[src/rtl/mips_pkg.sv]
// Shared definitions for the MIPS control path.
// Holds the opcode and funct encodings, the ALUOp encodings, the ALU control
// codes, and the state type of the multicycle controller.
// The single-cycle decoder and the multicycle controller both use it.
package mips_pkg;

   // Opcodes, IR[31:26]
   localparam logic [5:0] OP_RTYPE = 6'b000000;
   localparam logic [5:0] OP_LW    = 6'b100011;
   localparam logic [5:0] OP_SW    = 6'b101011;
   localparam logic [5:0] OP_BEQ   = 6'b000100;
   localparam logic [5:0] OP_ADDI  = 6'b001000;
   localparam logic [5:0] OP_J     = 6'b000010;

   // R-type funct field, IR[5:0]
   localparam logic [5:0] FUNCT_ADD = 6'b100000;
   localparam logic [5:0] FUNCT_SUB = 6'b100010;
   localparam logic [5:0] FUNCT_AND = 6'b100100;
   localparam logic [5:0] FUNCT_OR  = 6'b100101;
   localparam logic [5:0] FUNCT_SLT = 6'b101010;

   // ALU control codes
   localparam logic [2:0] ALU_AND = 3'b000;
   localparam logic [2:0] ALU_OR  = 3'b001;
   localparam logic [2:0] ALU_ADD = 3'b010;
   localparam logic [2:0] ALU_SUB = 3'b110;
   localparam logic [2:0] ALU_SLT = 3'b111;

   // ALUOp: the coarse operation chosen by the main controller
   typedef enum logic [1:0] {
      ALUOP_ADD   = 2'b00,
      ALUOP_SUB   = 2'b01,
      ALUOP_FUNCT = 2'b10,
      ALUOP_NONE  = 2'b11
   } aluop_t;

   typedef enum logic [3:0] {
      FETCH   = 4'd0,
      DECODE  = 4'd1,
      MEMADR  = 4'd2,
      MEMRD   = 4'd3,
      MEMWB   = 4'd4,
      MEMWR   = 4'd5,
      EXECUTE = 4'd6,
      ALUWB   = 4'd7,
      BRANCH  = 4'd8,
      ADDIEXE = 4'd9,
      ADDIWB  = 4'd10,
      JUMP    = 4'd11
   } state_t;

endpackage

[src/rtl/alu_decoder.sv]
// ALU control decoder. This block is purely combinational.
// It maps the controller's ALUOp, and for ALUOp=10 also the funct field,
// to the 3-bit ALU operation.
// Ports:
//   aluop       in  2  ALUOp from the main controller
//   iFunct      in  6  funct field, IR[5:0]
//   oALUControl out 3  ALU operation
module alu_decoder
   import mips_pkg::*;
(
   input  logic [1:0] aluop,
   input  logic [5:0] iFunct,
   output logic [2:0] oALUControl
);

   always_comb begin
      oALUControl = ALU_AND;
      case (aluop)
         ALUOP_ADD: oALUControl = ALU_ADD;
         ALUOP_SUB: oALUControl = ALU_SUB;
         ALUOP_FUNCT: begin
            case (iFunct)
               FUNCT_ADD: oALUControl = ALU_ADD;
               FUNCT_SUB: oALUControl = ALU_SUB;
               FUNCT_AND: oALUControl = ALU_AND;
               FUNCT_OR:  oALUControl = ALU_OR;
               FUNCT_SLT: oALUControl = ALU_SLT;
               default:   oALUControl = ALU_AND;
            endcase
         end
         default: oALUControl = ALU_AND;  // ALUOp 11 is unused
      endcase
   end

endmodule

[src/rtl/multicycle_controller.sv]
// Moore-style control FSM for the shared multicycle MIPS datapath.
// Supported instructions: lw, sw, R-type, beq, addi and j.
// Memory accesses wait on iMemReady.
// Ports:
//   iClk, iReset           clock (rising edge), synchronous active-high reset
//   iOp, iFunct            opcode and funct from the instruction register
//   iMemReady              the current memory access completes this cycle
//   oIorD .. oBranch       datapath mux selects and write strobes
// The outputs are decoded from the state alone, with two exceptions.
// The memory strobes (FETCH IRWrite/PCWrite, MEMWR MemWrite) follow iMemReady.
// Reset overrides every output so that nothing is written while it is held.
module multicycle_controller
   import mips_pkg::*;
(
   input  logic       iClk,
   input  logic       iReset,
   input  logic [5:0] iOp,
   input  logic [5:0] iFunct,
   input  logic       iMemReady,
   output logic       oIorD,
   output logic       oMemWrite,
   output logic       oIRWrite,
   output logic       oRegDst,
   output logic       oMemtoReg,
   output logic       oRegWrite,
   output logic       oALUSrcA,
   output logic [1:0] oALUSrcB,
   output logic [2:0] oALUControl,
   output logic [1:0] oPCSrc,
   output logic       oPCWrite,
   output logic       oBranch
);

   state_t state_reg, state_next;
   aluop_t aluop;

   always_ff @(posedge iClk) begin
      if (iReset) state_reg <= FETCH;
      else        state_reg <= state_next;
   end

   always_comb begin
      state_next = state_reg;
      aluop      = ALUOP_ADD;
      oIorD      = 1'b0;
      oMemWrite  = 1'b0;
      oIRWrite   = 1'b0;
      oRegDst    = 1'b0;
      oMemtoReg  = 1'b0;
      oRegWrite  = 1'b0;
      oALUSrcA   = 1'b0;
      oALUSrcB   = 2'b00;
      oPCSrc     = 2'b00;
      oPCWrite   = 1'b0;
      oBranch    = 1'b0;

      case (state_reg)
         FETCH: begin
            oALUSrcB = 2'b01;          // PC + 4
            oIRWrite = iMemReady;
            oPCWrite = iMemReady;
            if (iMemReady) state_next = DECODE;
         end
         DECODE: begin
            oALUSrcB = 2'b11;          // branch target into ALUOut
            case (iOp)
               OP_LW, OP_SW: state_next = MEMADR;
               OP_RTYPE:     state_next = EXECUTE;
               OP_BEQ:       state_next = BRANCH;
               OP_ADDI:      state_next = ADDIEXE;
               OP_J:         state_next = JUMP;
               default:      state_next = FETCH;   // illegal opcode: drop it
            endcase
         end
         MEMADR: begin
            oALUSrcA   = 1'b1;
            oALUSrcB   = 2'b10;
            state_next = (iOp == OP_SW) ? MEMWR : MEMRD;
         end
         MEMRD: begin
            oIorD = 1'b1;
            if (iMemReady) state_next = MEMWB;
         end
         MEMWB: begin
            oMemtoReg  = 1'b1;
            oRegWrite  = 1'b1;
            state_next = FETCH;
         end
         MEMWR: begin
            oIorD     = 1'b1;
            oMemWrite = iMemReady;
            if (iMemReady) state_next = FETCH;
         end
         EXECUTE: begin
            oALUSrcA   = 1'b1;
            aluop      = ALUOP_FUNCT;
            state_next = ALUWB;
         end
         ALUWB: begin
            oRegDst    = 1'b1;
            oRegWrite  = 1'b1;
            state_next = FETCH;
         end
         BRANCH: begin
            oALUSrcA   = 1'b1;
            aluop      = ALUOP_SUB;
            oPCSrc     = 2'b01;
            oBranch    = 1'b1;
            state_next = FETCH;
         end
         ADDIEXE: begin
            oALUSrcA   = 1'b1;
            oALUSrcB   = 2'b10;
            state_next = ADDIWB;
         end
         ADDIWB: begin
            oRegWrite  = 1'b1;
            state_next = FETCH;
         end
         JUMP: begin
            oPCSrc     = 2'b10;
            oPCWrite   = 1'b1;
            state_next = FETCH;
         end
         default: state_next = FETCH;
      endcase

      // Reset may arrive in any state.
      // While it is held, present FETCH selects and suppress every strobe.
      // The in-flight instruction then has no further architectural effect.
      if (iReset) begin
         state_next = FETCH;
         aluop      = ALUOP_ADD;
         oIorD      = 1'b0;
         oMemWrite  = 1'b0;
         oIRWrite   = 1'b0;
         oRegDst    = 1'b0;
         oMemtoReg  = 1'b0;
         oRegWrite  = 1'b0;
         oALUSrcA   = 1'b0;
         oALUSrcB   = 2'b01;
         oPCSrc     = 2'b00;
         oPCWrite   = 1'b0;
         oBranch    = 1'b0;
      end
   end

   alu_decoder u_alu_decoder (
      .aluop       (aluop),
      .iFunct      (iFunct),
      .oALUControl (oALUControl)
   );

endmodule

[config.mk]
export PLATFORM = sky130hd
export DESIGN_NAME = multicycle_controller
export DESIGN_NICKNAME = d
export VERILOG_FILES = /design/src/rtl/mips_pkg.sv /design/src/rtl/alu_decoder.sv /design/src/rtl/multicycle_controller.sv
export SDC_FILE = /design/constraint.sdc
export NUM_CORES = 1
export LEC_CHECK = 0
export CAP_MARGIN = 20
export CORE_AREA = 2 2 43 45
export CTS_BUF_LIST = sky130_fd_sc_hd__clkbuf_16
export CTS_CLUSTER_DIAMETER = 100
export DETAILED_ROUTE_END_ITERATION = 6
export DIE_AREA = 0 0 45 47
export HOLD_SLACK_MARGIN = 0.1
export PLACE_DENSITY = 0.74
export SLEW_MARGIN = 10
export SYNTH_ARGS = -nofsm -noshare
export SYNTH_HDL_FRONTEND = slang
export SYNTH_HIERARCHICAL = 1
export SYNTH_SLANG_ARGS = --single-unit
[constraint.sdc]
create_clock -name iClk -period 1.7 [get_ports iClk]
set_clock_uncertainty 0.05 [all_clocks]
set_input_delay 0.17 -clock iClk [delete_from_list [all_inputs] [get_ports iClk]]
set_output_delay 0.17 -clock iClk [all_outputs]
set_load 0.03 [all_outputs]
==> summary.txt, run 1 <==
Routing
  • Drt via density: 5.97
  • Routed Antenna Nets: 0
  • Vias: 925
  • Remaining DRCs: 0
  • DR WL/cell: around 16 µm
  • Total routed wirelength: between 2000 and 2500 µm
  • Initial DRT Pass Iterations: 5
  • DRT iter0 DRCs: 25

Floorplan
  • Die X: ~45 µm
  • IO Pins: 31
  • Starting density of the core: a little over a third
  • Core area: between 0.0015 and 0.002 mm²
  • Die area: 0.00212 mm²
  • Cell Rows: 15
  • Die Ht: roughly 47 µm

Min path
  • Hold Crit Class: in -> reg
  • Hold Crit Start: iReset

Clock tree
  • Max H-tree Level: 1
  • Worst skew pair latency: ~0.22 ns
  • Root Buffer: clkbuf_16
  • Total CTS buffers: 3
  • CTS clk-pin slew, worst paths: 0.03 ns
  • CTS max path bufs: 2
  • CTS tree: yes
  • Clock sinks: 4

Setup path
  • CP Data Arrival Time: 1.57 ns
  • Worst Setup SP: state_reg[3]
  • Critical path launch point type: register
  • CP cell instances: or2_4 -> or2_4 -> nor2_4 -> nor2b_1 -> a41o_1 -> buf_6
  • Worst flop-to-flop path startpoint: state_reg[2]
  • Cell mode on critical path: or2_4
  • Slowest stage cell, crit path: dfxtp_2
  • Crit path buffers/inverters: 1
  • WP data required: ~1.5 ns
  • Cell family contributing the most delay on the critical path: simple AND/OR/NAND/NOR gates
  • Worst Setup End Kind: primary output
  • Max Fanout on Critical Path: 4
  • Slowest stage delay, CP: approximately 0.32 ns
  • Crit Path Category: reg -> out

Synth
  • Compound-cell area share of the yosys netlist: around 25%
  • Syn_area_per_cell: roughly 7 µm²
  • Post-Synth Adder-Cell Area: 0%
  • Area contributors post-synth: dfxtp_1, a21oi_1, nor4b_1, nor3_1, nor2_1
  • Simple-gate share of the synthesized area: around 50%
  • Synth Cell Area: slightly below 600 µm²
  • Net Count, Synth: slightly above 100
  • Cell taking the most area after synthesis: dfxtp_1
  • Top-area cell type share of the netlist area: between 10 and 15%
  • Netlist cell types: 37
  • Multiplexer share of the synthesized area: 0%
  • Proportion of synthesized chip area in sequential cells: a little over an eighth
  • Synth Register Bits: 4
  • Synth Area in XOR/XNOR: 4.41%
  • Synth Instances: a little under 90
  • Synth warnings: 6
  • Largest family of logic cells by synthesized area: simple AND/OR/NAND/NOR gates

Pwr
  • P per Cell Area: 511 mW/mm²
  • Pleak: approximately 0.55 nW
  • Final total power: roughly 660 µW
  • Max rail drop VDD: between 0.7 and 0.8 mV

GRT
  • Largest net degree at the start of global routing: 16
  • Aggregate global-route resource usage: between 20% and 30%
  • Initial antenna violation count: 0
  • Vias in the first global route: just under 800
  • Total gr overflow: 0
  • Global-route wire length before repair: about 3300 µm

Timing
  • Rel. slew slack: 77.3%
  • Final slew viol count: 0
  • Period utilization: 105%
  • Final Hold Fails: 0
  • Endpoints failing setup: 5
  • Tmin final: 1.79 ns
  • Worst hold slack: around 0.43 ns
  • Final worst slack: -0.0864 ns
  • RSZ-0062 raised after global routing: yes
  • Worst-margin pin slew: ~0.34 ns
  • Max Freq: between 0.5 and 0.6 GHz
  • Fin Setup TNS: -0.252 ns

Cells and area
  • Final non-filler cell total: approximately 160
  • Post-route cell area: about 0.0013 mm²
  • Final layout net count: roughly 160
  • Most frequent cells in the layout: buf_4, clkdlybuf4s50_1, buf_6
  • Antenna Cells: 0
  • Area added between synthesis and finish: 118%
  • Max reg flops: 4
  • Fillers: 101
  • Commonest non-fill, non-tap cell in the layout: buf_4
  • Fin util: between 70 and 80%
  • Share of cells above drive strength 1: between 40% and 50%

Flow run
  • MaxCap Viol Count: 0

Placement
  • Placed cell count: 147
  • Worst setup slack after placement: -0.757 ns
  • Port bufs: 30
  • Post-placement cell area: between 0.001 and 0.0015 mm²
  • Dpl hpwl: about 1500 µm
  • Routability Congestion: approximately 0.87

Run status
  • Violated checks: negative setup slack
  • Status: finished, violations left
==> report_power, final <==
group	total [mW]	internal [mW]	switching, mW
registers	0.103	0.0984	0.00479
logic	0.205	0.109	0.0959
clock network	0.357	0.300	0.0571
==> per-layer routing <==
layer | wire length [µm] | vias to the layer above | track usage (%)
li1 | - | 429 | -
met1 | 976 | 439 | 23.4
met2 | 1270 | 53 | 39.4
met3 | 158 | 4 | 2.31
met4 | 27 | 0 | 7.06
met5 | 0 | - | 0
==> Yosys cell counts (all sizes together) <==
library cell,count
a21o,1
a21oi,9
a311o,1
a311oi,1
a31o,1
a31oi,1
a32oi,1
a41o,1
and3,1
and4bb,2
buf,2
clkbuf,4
dfxtp,4
inv,3
nand2,2
nand2b,5
nand3,2
nand3b,1
nor2,9
nor2b,3
nor3,7
nor3b,2
nor4,2
nor4b,5
nor4bb,1
o211a,1
o21a,1
o21ai,4
o21bai,1
or2,4
or3,1
or4,1
xnor2,2
xor2,1
==> cell families after synthesis <==
group           count (synthesis)
xor+xnor                        3
buf+inv                         9
compound gates                 23
flops                           4
simple gates                   48
==> tightest hold or removal path: stages <==
cell           delay, ns
dlygate4sd2_1       0.23
buf_6               0.19
a311oi_2            0.06
==> final cells by class <==
class / instances / area, µm² / area share, %
sequential: 4 / 85.1 / 6.54
timing repair buffer: 54 / 488 / 37.5
clock buffer: 3 / 75.1 / 5.77
multi-input combinational: 74 / 621 / 47.7
inverter: 3 / 11.3 / 0.865
tap: 17 / 21.3 / 1.63
==> path summary, 6_finish.rpt <==
path	slack, ns	endpoint	cells past startpoint
max	-0.09	oALUControl[2]	6
min	0.43	state_reg[2]	3
max reg2reg	-0.01	state_reg[2]	6
min reg2reg	0.59	state_reg[0]	3
==> timing repair <==
action / 4_1_cts / 5_1_grt
hold buffers: 0 / 0
pin swaps: 8 / 5
setup endpoints to repair: 14 / 13
resized for setup: 39 / 11
cloned: 0 / 0
setup buffers: 4 / 1
Power figures use the tool's default switching activity.
==> inputs of run 2 (changes only) <==
ABC_CLOCK_PERIOD_IN_PS = 1700   (was unset)
CORE_AREA = 2 2 44 46   (was 2 2 43 45)
DIE_AREA = 0 0 46 48   (was 0 0 45 47)
PLACE_DENSITY = 0.73   (was 0.74)
SYNTH_HIERARCHICAL = unset   (was 1)
==> summary.txt, run 2 <==
Routing
  • Vias: 820 (was 925)
  • DR WL/cell: 14.5 µm (was 15.7 µm)
  • DRT iter0 DRCs: 15 (was 25)
  • Routed Antenna Nets: 0 (unchanged)
  • Initial DRT Pass Iterations: 4 (was 5)
  • Total routed wirelength: 2080 µm (was 2440 µm)
  • Drt via density: 5.73 (was 5.97)
  • Remaining DRCs: 0 (unchanged)

Timing
  • Fin Setup TNS: 0 ns (was -0.252 ns)
  • RSZ-0062 raised after global routing: yes (unchanged)
  • Period utilization: 98.0% (was 105%)
  • Worst-margin pin slew: 0.299 ns (was 0.337 ns)
  • Tmin final: 1.67 ns (was 1.79 ns)
  • Endpoints failing setup: 0 (was 5)
  • Rel. slew slack: 80.2% (was 77.3%)
  • Max Freq: 0.600 GHz (was 0.560 GHz)
  • Final slew viol count: 0 (unchanged)
  • Final Hold Fails: 0 (unchanged)
  • Final worst slack: 0.0342 ns (was -0.0864 ns)

Synth
  • Proportion of synthesized chip area in sequential cells: 12.7% (was 13.4%)
  • Most common library cells after synthesis: nand2_1, nand2b_1, nand3_1, nor2_1 (was a21oi_1, nor2_1, nor3_1, nand2b_1, nor4b_1)
  • Synth Instances: 84 (was 87)
  • Synth Cell Area: 628 µm² (was 596 µm²)
  • Synth Register Bits: 4 (unchanged)
  • Syn_area_per_cell: 7.48 µm² (was 6.85 µm²)
  • Synth warnings: 0 (was 6)
  • Number of synthesized flops with an enable pin: 0 (unchanged)
  • Synth Flop Type: dfxtp_1 (unchanged)
  • Netlist cell types: 42 (was 37)
  • Area contributors post-synth: dfxtp_1, nand2b_1, nor4_4, nand3_1, nand2_1 (was dfxtp_1, a21oi_1, nor4b_1, nor3_1, nor2_1)
  • Async SR Flop Fraction: 0% (unchanged)
  • Top-area cell type share of the netlist area: 12.7% (was 13.4%)
  • Net Count, Synth: 99 (was 102)
  • Count leader, synth: nand2_1
  • Cell taking the most area after synthesis: dfxtp_1 (unchanged)

Pwr
  • Max rail drop VDD: 0.398 mV (was 0.777 mV)
  • Internal Power: 476 µW (was 507 µW)
  • Clock power frac: 59.3% (was 53.7%)
  • Switching share of power: 25.3% (was 23.7%)
  • Logic gate share of total power: 24.7% (was 30.8%)
  • P per Cell Area: 562 mW/mm² (was 511 mW/mm²)
  • Final total power: 638 µW (was 665 µW)
  • Psw: 161 µW (was 158 µW)
  • Pleak: 0.468 nW (was 0.553 nW)
  • Sequential share of power: 15.9% (was 15.5%)

Setup path
  • Worst Setup End Kind: primary output (unchanged)
  • Critical path launch point type: register (unchanged)
  • Cell family contributing the most delay on the critical path: simple AND/OR/NAND/NOR gates (unchanged)
  • Crit Path Category: reg -> out (unchanged)
  • Slowest stage delay, CP: 0.37 ns (was 0.32 ns)
  • Crit path depth: 5 (was 6)
  • Cell mode on critical path: buf_6 (was or2_4)
  • CP cell instances: buf_6 -> nand2b_4 -> or3b_4 -> a21oi_2 -> buf_6 (was or2_4 -> or2_4 -> nor2_4 -> nor2b_1 -> a41o_1 -> buf_6)
  • Worst R2R Path Depth: 5 (was 6)
  • Max Fanout on Critical Path: 5 (was 4)
  • Crit path buffers/inverters: 2 (was 1)
  • CP Data Arrival Time: 1.45 ns (was 1.57 ns)
  • Slowest stage cell, crit path: dfxtp_4 (was dfxtp_2)
  • WP data required: 1.48 ns (about the same)

GRT
  • Vias in the first global route: 703 (was 777)
  • Aggregate global-route resource usage: 19.9% (was 20.6%)
  • Initial antenna violation count: 0 (unchanged)
  • Largest net degree at the start of global routing: 11 (was 16)
  • Global-route wire length before repair: 3070 µm (was 3260 µm)
  • Total gr overflow: 0 (unchanged)

Placement
  • Routability Congestion: 0.888 (was 0.866)
  • Dpl hpwl: 1530 µm (was 1510 µm)
  • Worst setup slack after placement: -0.129 ns (was -0.757 ns)
  • Port bufs: 30 (unchanged)

Floorplan
  • Starting density of the core: 37.2% (was 36.1%)
  • Cell Rows: 15 (unchanged)
  • Die area: 0.00221 mm² (was 0.00212 mm²)
  • Core area: 0.00169 mm² (was 0.00165 mm²)
  • Die Ht: 48 µm (was 47 µm)
  • Die X: 46 µm (was 45 µm)
  • IO Pins: 31 (unchanged)

Min path
  • Hold Crit Class: in -> reg (unchanged)
  • Worst Hold Depth: 3 (unchanged)

Cells and area
  • Area added between synthesis and finish: 80.7% (was 118%)
  • Most frequent cells in the layout: buf_4, clkdlybuf4s50_1, nand2_1, nand3_1, nand2b_1 (was buf_4, clkdlybuf4s50_1, buf_6)
  • Commonest non-fill, non-tap cell in the layout: buf_4 (unchanged)
  • Antenna Cells: 0 (unchanged)
  • Max reg flops: 4 (unchanged)
  • Fin util: 67.2% (was 78.8%)
  • Share of cells above drive strength 1: 44.4% (was 49.3%)
  • Final layout net count: 143 (was 155)

Clock tree
  • CTS clk-pin slew, worst paths: 0.03 ns (about the same)
  • Total CTS buffers: 3 (unchanged)
  • Clock sinks: 4 (unchanged)
  • Max H-tree Level: 1 (unchanged)
  • Worst skew pair latency: 0.23 ns (was 0.22 ns)
  • CTS max path bufs: 2 (unchanged)
  • Root Buffer: clkbuf_16 (unchanged)
  • CTS tree: yes (unchanged)
  • Hold-fix buffers at CTS: 0 (unchanged)

Run status
  • Status: finished, final reports clean (was finished, violations left)

Flow run
  • MaxCap Viol Count: 0 (unchanged)
-- run 2: final cells by class --
class                   count  area, µm²
clock buffers               3       75.1
fillers                   139        554
repair buffers             45        389
flip-flops and latches      4       88.8
inverters                   2       7.51
well taps                  17       21.3
multi-input cells          72        553
-- run 2: per-layer routing --
metal / part of all wire, % / global-route usage [%]
met1: 38 / 22.7
met2: 50 / 34.2
met3: 8.3 / 2.64
met4: 3.8 / 14.3
met5: 0 / 0
-- run 2: final timing paths --
kind / from / to / slack [ns]
min: iReset / state_reg[3] / 0.46
max: state_reg[1] / oRegWrite / 0.03
min reg2reg: state_reg[0] / state_reg[1] / 0.69
max reg2reg: state_reg[0] / state_reg[1] / 0.24
-- run 2: metrics by stage --
stage / instance area, µm² / hold slack, ns / instances
floorplan: 648 / 0.296 / 84
global placement: 992 / 0.657 / 139
detailed placement: 992 / 0.661 / 139
CTS: 1090 / 0.466 / 142
global route: 1130 / 0.507 / 143
finish: 1130 / 0.462 / 143
-- run 2: power groups by stage --
| stage | clock (mW) | combinational [mW] | sequential, mW |
|---|---|---|---|
| 6_report | 0.378 | 0.158 | 0.102 |
| 5_1_grt | 0.386 | 0.169 | 0.102 |
| 4_1_cts | 0.380 | 0.152 | 0.103 |
| 3_5_place_dp | 0 | 0.150 | 0.105 |
| 3_3_place_gp | 0 | 0.148 | 0.104 |
| 2_1_floorplan | 0 | 0.0727 | 0.101 |
-- run 2: worst min-delay path: stages --
cell and delay, ns:
dlygate4sd2_1 0.30, buf_4 0.19, a21oi_2 0.03
-- run 2: timing repair --
action | in CTS | in global routing
setup endpoints to repair | 8 | 5
resized for setup | 11 | 12
gates cloned | 0 | 0
pin swaps | 0 | 4
setup buffers | 0 | 1
-- run 2: cells by family after synthesis --
logic type	synth area share (%)
AOI/OAI and AO/OA	20.7
and+or+nand+nor	54.8
DFF	12.7
xor gates and xnor gates	1.39
buffers and inverters	8.76
muxes	1.59
==> inputs of run 3 (changes only) <==
MAX_ROUTING_LAYER = met4   (was unset)
==> results of run 3 <==
Same layout as run 2: the final DEF is identical, and so are final timing and power.
Among the figures that moved: final weighted congestion in routability-driven placement 0.888 -> 0.903; overall routing resource usage 19.9% -> 20.6%
